[src/rtl/ssd1306_stream_ctrl.sv]
// SSD1306 OLED controller: panel reset, ROM-driven init, frame streaming over SPI mode 0.
// Define SSD1306_STREAM_CONTINUOUS_EN to stream frames back-to-back without i_Frame_Start.
module ssd1306_stream_ctrl #(
  parameter int WIDTH             = 128,
  parameter int PAGES             = 8,
  parameter int CLKS_PER_HALF_BIT = 2,
  parameter int INIT_LEN          = 26,
  parameter int FRAME_CMD_LEN     = 6,
  parameter int RESET_CLKS        = 16
) (
  input  logic        i_Clk,
  input  logic        i_Reset,
  input  logic        i_Frame_Start,
  output logic [7:0]  o_Cmd_Addr,
  input  logic [7:0]  i_Cmd_Byte,
  output logic [15:0] o_Fb_Addr,
  input  logic [7:0]  i_Fb_Byte,
  output logic        o_SPI_Clk,
  output logic        o_SPI_MOSI,
  output logic        o_SPI_CS_n,
  output logic        o_DC,
  output logic        o_RES_n,
  output logic        o_Ready,
  output logic        o_Frame_Done
);

  localparam int FB_BYTES = WIDTH * PAGES;
  localparam int AW = (FB_BYTES > 1) ? $clog2(FB_BYTES) : 1;
  localparam int HW = (CLKS_PER_HALF_BIT > 1) ? $clog2(CLKS_PER_HALF_BIT) : 1;
  localparam int RW = (RESET_CLKS > 1) ? $clog2(RESET_CLKS) : 1;

`ifdef SSD1306_STREAM_CONTINUOUS_EN
  localparam bit CONT = 1'b1;
`else
  localparam bit CONT = 1'b0;
`endif

  typedef enum logic [2:0] {RST_LOW, RST_WAIT, INIT, IDLE, FCMD, FDATA} phase_t;
  typedef enum logic [1:0] {E_LOAD, E_BITS, E_FETCH, E_GAP} eng_t;

  phase_t          phase;
  eng_t            eng;
  logic [RW-1:0]   rst_cnt;
  logic [HW-1:0]   half_cnt;
  logic [2:0]      bit_cnt;
  logic [7:0]      shreg;
  logic [7:0]      cmd_addr;
  logic [AW-1:0]   fb_addr;
  logic            sclk, cs_n, dc, res_n, ready, frame_done;
  logic [7:0]      byte_in;
  logic            last_byte;

  assign byte_in = (phase == FDATA) ? i_Fb_Byte : i_Cmd_Byte;

  always_comb begin
    last_byte = 1'b0;
    case (phase)
      INIT:    last_byte = (cmd_addr == 8'(INIT_LEN - 1));
      FCMD:    last_byte = (cmd_addr == 8'(INIT_LEN + FRAME_CMD_LEN - 1));
      FDATA:   last_byte = (fb_addr == AW'(FB_BYTES - 1));
      default: last_byte = 1'b0;
    endcase
  end

  // In the LOAD cycle the shift register is not yet filled, so bit 7 comes straight from the source.
  assign o_SPI_MOSI   = (eng == E_LOAD && !cs_n) ? byte_in[7] : shreg[7];
  assign o_SPI_Clk    = sclk;
  assign o_SPI_CS_n   = cs_n;
  assign o_DC         = dc;
  assign o_RES_n      = res_n;
  assign o_Ready      = ready;
  assign o_Frame_Done = frame_done;
  assign o_Cmd_Addr   = cmd_addr;
  assign o_Fb_Addr    = 16'(fb_addr);

  always_ff @(posedge i_Clk) begin
    if (i_Reset) begin
      phase      <= RST_LOW;
      eng        <= E_GAP;
      rst_cnt    <= '0;
      half_cnt   <= '0;
      bit_cnt    <= '0;
      shreg      <= '0;
      cmd_addr   <= '0;
      fb_addr    <= '0;
      sclk       <= 1'b0;
      cs_n       <= 1'b1;
      dc         <= 1'b0;
      res_n      <= 1'b0;
      ready      <= 1'b0;
      frame_done <= 1'b0;
    end else begin
      frame_done <= 1'b0;
      case (phase)
        RST_LOW: begin
          if (rst_cnt == RW'(RESET_CLKS - 1)) begin
            rst_cnt <= '0;
            res_n   <= 1'b1;
            phase   <= RST_WAIT;
          end else rst_cnt <= rst_cnt + 1'b1;
        end
        RST_WAIT: begin
          if (rst_cnt == RW'(RESET_CLKS - 1)) begin
            rst_cnt <= '0;
            phase   <= INIT;
            eng     <= E_LOAD;
            cs_n    <= 1'b0;
            dc      <= 1'b0;
          end else rst_cnt <= rst_cnt + 1'b1;
        end
        IDLE: begin
          if (i_Frame_Start && !CONT) begin
            phase <= FCMD;
            eng   <= E_LOAD;
            cs_n  <= 1'b0;
            dc    <= 1'b0;
            ready <= 1'b0;
          end
        end
        default: begin
          case (eng)
            E_LOAD: begin
              shreg    <= byte_in;
              eng      <= E_BITS;
              half_cnt <= '0;
              bit_cnt  <= '0;
            end
            E_BITS: begin
              if (half_cnt == HW'(CLKS_PER_HALF_BIT - 1)) begin
                half_cnt <= '0;
                if (!sclk) sclk <= 1'b1;
                else begin
                  sclk <= 1'b0;
                  if (bit_cnt != 3'd7) begin
                    bit_cnt <= bit_cnt + 3'd1;
                    shreg   <= {shreg[6:0], 1'b0};
                  end else begin
                    // Byte complete: advance the source address so it is presented during FETCH.
                    if (phase == FDATA) fb_addr <= last_byte ? '0 : fb_addr + 1'b1;
                    else cmd_addr <= (phase == FCMD && last_byte) ? 8'(INIT_LEN) : cmd_addr + 8'd1;
                    if (last_byte) begin
                      cs_n <= 1'b1;
                      eng  <= E_GAP;
                      if (phase == FDATA) frame_done <= 1'b1;
                    end else eng <= E_FETCH;
                  end
                end
              end else half_cnt <= half_cnt + 1'b1;
            end
            E_FETCH: eng <= E_LOAD;
            default: begin
              if (phase == FCMD) begin
                phase <= FDATA;
                eng   <= E_LOAD;
                cs_n  <= 1'b0;
                dc    <= 1'b1;
              end else if (CONT) begin
                phase <= FCMD;
                eng   <= E_LOAD;
                cs_n  <= 1'b0;
                dc    <= 1'b0;
              end else begin
                phase <= IDLE;
                ready <= 1'b1;
              end
            end
          endcase
        end
      endcase
    end
  end

endmodule

[config.mk]
export PLATFORM = sky130hd
export DESIGN_NAME = ssd1306_stream_ctrl
export DESIGN_NICKNAME = d
export VERILOG_FILES = /design/src/rtl/ssd1306_stream_ctrl.sv
export SDC_FILE = /design/constraint.sdc
export NUM_CORES = 1
export LEC_CHECK = 0
export BUFFER_PORTS_ARGS = -buffer_cell sky130_fd_sc_hd__buf_2
export CORE_MARGIN = 3
export CORE_UTILIZATION = 55
export CTS_BUF_LIST = sky130_fd_sc_hd__clkbuf_4
export CTS_CLUSTER_DIAMETER = 30
export DETAILED_ROUTE_END_ITERATION = 10
export PLACE_DENSITY = 0.8
export SYNTH_ARGS = -nofsm -noshare
export SYNTH_HDL_FRONTEND = slang
export SYNTH_SLANG_ARGS = --single-unit
export TNS_END_PERCENT = 1
[constraint.sdc]
create_clock -name i_Clk -period 2.7 [get_ports i_Clk]
set_input_delay 0.135 -clock i_Clk [delete_from_list [all_inputs] [get_ports i_Clk]]
set_output_delay 0.135 -clock i_Clk [all_outputs]
set_load 0.005 [all_outputs]
# After elaboration in Yosys (flattened, before gate mapping)
# Index checks and enable logic that the tools add are counted.
word_totals:
  word_cells: 128
  inputBits: 19
  reg_bits: 45
  out_inout_bits: 31
op_classes:
  reduce_logical: 25
  add_sub_neg: 5
  n_mux: 48
  n_eq_ne: 27
  bitwise_logic: 9
op_table:
  columns: ["cell", "n"]
  rows:
  - ["8-bit 2-to-1 mux", 5]
  - ["3-bit 2-to-1 mux", 8]
  - ["8-bit by 5-bit equality test with 1-bit output, second input constant", 2]
  - ["1-bit 2-to-1 mux", 16]
  - ["4-bit by 2-bit != test with 1-bit output, second input constant", 4]
  - ["8-bit one-hot mux with 2 select lines", 1]
  - ["2-bit 2-to-1 mux", 6]
  - ["2-bit != test, second input constant", 6]
  - ["2-bit one-hot mux with 3 select lines", 2]
  - ["6-bit AND reduction", 2]
  - ["10-bit by 1-bit adder with 10-bit output, second input constant", 1]
  - ["10-bit equality test, second input constant", 1]
  - ["10-bit 2-to-1 mux", 1]
  - ["5-bit AND reduction", 2]
  - ["1-bit NOT", 9]
  - ["1-bit one-hot mux with 3 select lines", 3]
  - ["3-bit one-hot mux with 3 select lines", 1]
  - ["9-bit AND reduction", 1]
  - ["9-bit OR reduction", 1]
  - ["8-bit by 1-bit adder with 8-bit output, second input constant", 1]
  - ["4-bit AND reduction", 2]
  - ["7-bit AND reduction", 1]
  - ["3-bit by 2-bit equality test with 1-bit output, second input constant", 2]
  - ["3-bit equality test, second input constant", 2]
  - ["other kinds (26)", 34]

# Logic depth before layout (Yosys ltp)
depth:
  ltp_word: 8
  mapped_depth: 8
  ltp_nobuf: 7

# Least setup slack after synthesis
# No wires, ideal clock.
synth_timing:
  path_type: "register to register"
  from: "register bit_cnt[0]"
  to: "register cmd_addr[4] (netlist: o_Cmd_Addr[4])"
  slack_ns: 0.741
  period_less_slack_ns: 1.959
  path_stages_with_launch: 8
  t_arrival_ns: 1.827
  n_path_buf: 0
  required_ns: 2.568
  setup_ns: 0.132
  path_cell_list: "dfxtp_1 -> ha_1 -> ha_1 -> nand4_1 -> a211oi_1 -> nand4_1 -> xor2_1 -> a21oi_2"
synth_via:
  elab_chain_len: 3
synth_lines:
  columns: ["item", "line", "text"]
  rows:
  - ["start, declared", "45", "logic [2:0] bit_cnt;"]
  - ["start signal, assigned", "135", "bit_cnt <= bit_cnt + 3'd1;"]
  - ["3-bit != test", "134", "if (bit_cnt != 3'd7) begin"]
  - ["1-bit NOT (no line)", null, null]
  - ["6-bit AND reduction (no line)", null, null]
  - ["end signal, assigned", "140", "else cmd_addr <= (phase == FCMD && last_byte) ? 8'(INIT_LEN) : cmd_addr + 8'd1;"]
  - ["end, declared", "47", "logic [7:0] cmd_addr;"]
# Every way passes these cells.
# A chain may end at the register's enable or synchronous reset.

# Final worst setup path
layout_timing:
  from: "register phase[2]"
  to: "register cmd_addr[5] (netlist: o_Cmd_Addr[5])"
layout_via:
  elab_chain_len: 4
  elab_cells_between_ends: 13
  cone_classes: "5 x eq/ne; 2 x mux; 2 x bitwise; 4 x reduce/logical"
layout_lines:
  columns: ["item", "line", "text"]
  rows:
  - ["start, declared", "41", "phase_t phase;"]
  - ["start signal, assigned", "78", "phase <= RST_LOW;"]
  - ["start signal, assigned", "99", "phase <= RST_WAIT;"]
  - ["start signal, assigned", "105", "phase <= INIT;"]
  - ["3-bit equality test (tied with other cells)", "57, 139", null]
  - ["1-bit one-hot mux with 3 select lines / 3-bit OR reduction (equally long branches)", null, null]
  - ["1-bit logical AND / 1-bit NOT (equally long branches)", null, null]
  - ["8-bit 2-to-1 mux / 6-bit AND reduction (equally long branches)", null, null]
# Several ways; a longest one is shown, not always the timed one.

==> results.json <==
{
  "fmax_ghz": 0.418,
  "p_leak_nw": 1.19,
  "grt_max_degree": 41,
  "cts_resized": 0,
  "io_buffers": 43,
  "post_cts_buffers": 0,
  "synth_warnings": 0,
  "arrival_ns": 2.64,
  "pwr-share-comb_pct": 5.1,
  "die_area_um2": 5370,
  "ys_ff_latch": 45,
  "grt.overflow.total": 0,
  "finClkSkew_ns": 0.00398,
  "run_status": "completed",
  "fp.dieW_um": 73.3,
  "seqPwrFrac_pct": 58.9,
  "period_minus_slack_ns": 2.39,
  "drc": 0,
  "cp_num_buf_inv": 0,
  "p_switching_mw": 0.260,
  "grt_setup_unrepaired": "no",
  "gr-usage-all-layers_pct": 20.4,
  "dieHeight_um": 73.3,
  "grt_pass1_wl_um": 8730,
  "hold_viol": 0,
  "fin_util_pct": 66.7,
  "p_per_area_nw_per_um2": 418,
  "fin_crit_sh_pct": 88.5,
  "start_util_pct": 59.6,
  "worst_setup_path_end_kind": "flip-flop",
  "switching_share_pct": 22.3,
  "critPathSlowestCell": "dfxtp_1",
  "p_int_mw": 0.904,
  "wl_um": 5140,
  "crit_type": "flip-flop to flip-flop",
  "cts_tree": "built",
  "clkLatencyLatePin_ns": 0.36,
  "p_clk_share_pct": 36.0,
  "tightestPinTransition_ns": 0.757,
  "layout_commonest_cell": "dfxtp_1",
  "htree_levels": 2,
  "post-dp-hpwl_um": 3620,
  "layout.nets": 374,
  "cpPeakStageDelay_ns": 0.55,
  "path_cells": "or3b_1, mux2i_1, a21oi_2, o31ai_2, nor2_1",
  "yosysSeqAreaShare_pct": 36.2,
  "hold_ws_ns": 0.0804,
  "clk_path_buf_depth": 2,
  "hold_path.class": "primary input to flip-flop",
  "cts.sinks": 45,
  "crit_family": "compound AO/OA/AOI/OAI gates",
  "routedWlPerCell_um": 12.9,
  "design.core.area_um2": 4170,
  "pin_count": 50,
  "first_pass_iters": 4,
  "fp-row-count": 23,
  "gp_congestion": 0.850,
  "first_iter_violations": 114,
  "finalSetupViolCount": 0,
  "slew_viol_final": 0,
  "vdd_drop_max_mv": 0.236,
  "start_kind": "flip-flop",
  "ys_types": 50,
  "drv_cap": 0,
  "slew_headroom_pct": 49.5,
  "drive_above_1_share_pct": 19.3,
  "syn_area_um2": 2490,
  "final_cell_mix": "45 x dfxtp_1, 43 x buf_2, 37 x nor2_1, 31 x a21oi_1, 30 x nand2_1",
  "vias": 2235,
  "antenna_found_initial": 0,
  "avgSynthCellArea_um2": 8.05,
  "numCtsBuffers": 5,
  "clk_pin_slew_ns": 0.13,
  "area_delta_synth_final_pct": 11.8,
  "cts-root-buf": "clkbuf_4",
  "reg2reg_setup_slack_ns": 0.31,
  "cp.required_ns": 2.95,
  "vias_per_cell": 5.63,
  "cts_hold_buf": 0,
  "synthCells": 309,
  "p_total_mw": 1.16,
  "num_antenna_cells": 0,
  "fin_setup_tns_ns": 0,
  "grt_pass1_vias": 1930,
  "cp_max_fo": 13,
  "ant_nets": 0
}
==> worst paths after layout <==
path / from / to / cells past startpoint
max: phase[2] / o_Cmd_Addr[5] / 5
min: i_Frame_Start / phase[2] / 3
max reg2reg: phase[2] / o_Cmd_Addr[5] / 5
min reg2reg: o_RES_n / o_RES_n / 2
==> cell usage after synthesis (all sizes together) <==
cell	number	area (um^2)
a2111o	1	11.3
a2111oi	1	10.0
a211o	1	8.76
a211oi	1	7.51
a21o	1	7.51
a21oi	35	190
a221o	1	10.0
a221oi	2	23.8
a22o	1	8.76
a22oi	1	7.51
a31oi	4	25.0
and3	2	12.5
buf	15	85.1
clkbuf	7	26.3
conb	1	3.75
dfxtp	45	901
ha	9	113
inv	7	26.3
mux2i	17	170
nand2	30	113
nand2b	5	31.3
nand3	18	90.1
nand3b	1	7.51
nand4	4	25.0
nand4b	1	8.76
nor2	37	139
nor2b	2	12.5
nor3	8	40.0
nor3b	1	7.51
nor4	2	27.5
o2111ai	1	8.76
o211ai	2	15.0
o21a	1	7.51
o21ai	18	90.1
o31ai	3	27.5
o32a	1	10.0
or2	4	25.0
or3	5	36.3
or3b	1	8.76
or4	1	7.51
or4b	1	13.8
xnor2	3	26.3
xor2	7	61.3
==> cells by family (layout without fill, tap and decap cells) <==
logic type / Yosys count / after routing / synth area share [%]
AO/OA/AOI/OAI: 75 / 75 / 18.9
XOR/XNOR: 10 / 10 / 3.52
adder cells (fa/ha/maj): 9 / 9 / 4.53
buffers and inverters: 29 / 62 / 5.53
flip-flops: 45 / 45 / 36.2
multiplexers: 17 / 17 / 6.84
other: 1 / 6 / 0.151
AND/OR/NAND/NOR: 123 / 123 / 24.3
==> layer usage <==
layer	part of all wire, %	up-vias	GRT usage (%)	wire length (um)
met5	0	-	0	0
met4	1.5	0	8.61	75
met2	48	59	34.1	2460
met1	46	1011	25.8	2360
met3	4.7	7	3.56	241
li1	-	1158	-	-
==> tightest hold or removal path, stage by stage <==
cell and delay [ns]:
buf_2 0.12, nand3_1 0.10, a21oi_1 0.06
==> layout make-up <==
cell class	count	area, um^2
Multi-Input combinational cell	240	1470
Fill cell	395	1390
Sequential cell	45	901
Timing Repair Buffer	47	245
Tap cell	50	62.6
Clock buffer	6	45.0
Clock inverter	2	33.8
Inverter	7	26.3
==> flip-flops by register name, summed over array words and instances, names as in the netlist <==
signal and count:
eng 2, o_Frame_Done 1, o_Ready 1, o_SPI_CS_n 1, half_cnt 1, o_SPI_Clk 1, shreg 8, o_RES_n 1
bit_cnt 3, o_DC 1, o_Cmd_Addr 8, rst_cnt 4, phase 3, fb_addr 10
==> stage by stage <==
stage / instance area (um^2) / std cells / setup WS (ns)
5_1_grt: 2780 / 397 / 0.131
3_5_place_dp: 2700 / 389 / 0.329
2_1_floorplan: 2510 / 314 / 0.741
3_3_place_gp: 2700 / 389 / 0.414
4_1_cts: 2780 / 397 / 0.313
6_report: 2780 / 397 / 0.310
==> power by group through the flow <==
stage / Clock (mW) / Sequential, mW / Combinational, mW
2_1_floorplan: 0 / 0.699 / 0.0407
3_3_place_gp: 0 / 0.700 / 0.0575
3_5_place_dp: 0 / 0.701 / 0.0595
4_1_cts: 0.431 / 0.686 / 0.0596
5_1_grt: 0.464 / 0.689 / 0.0684
6_report: 0.419 / 0.686 / 0.0592
No activity file was read; power rests on OpenSTA's default activity.
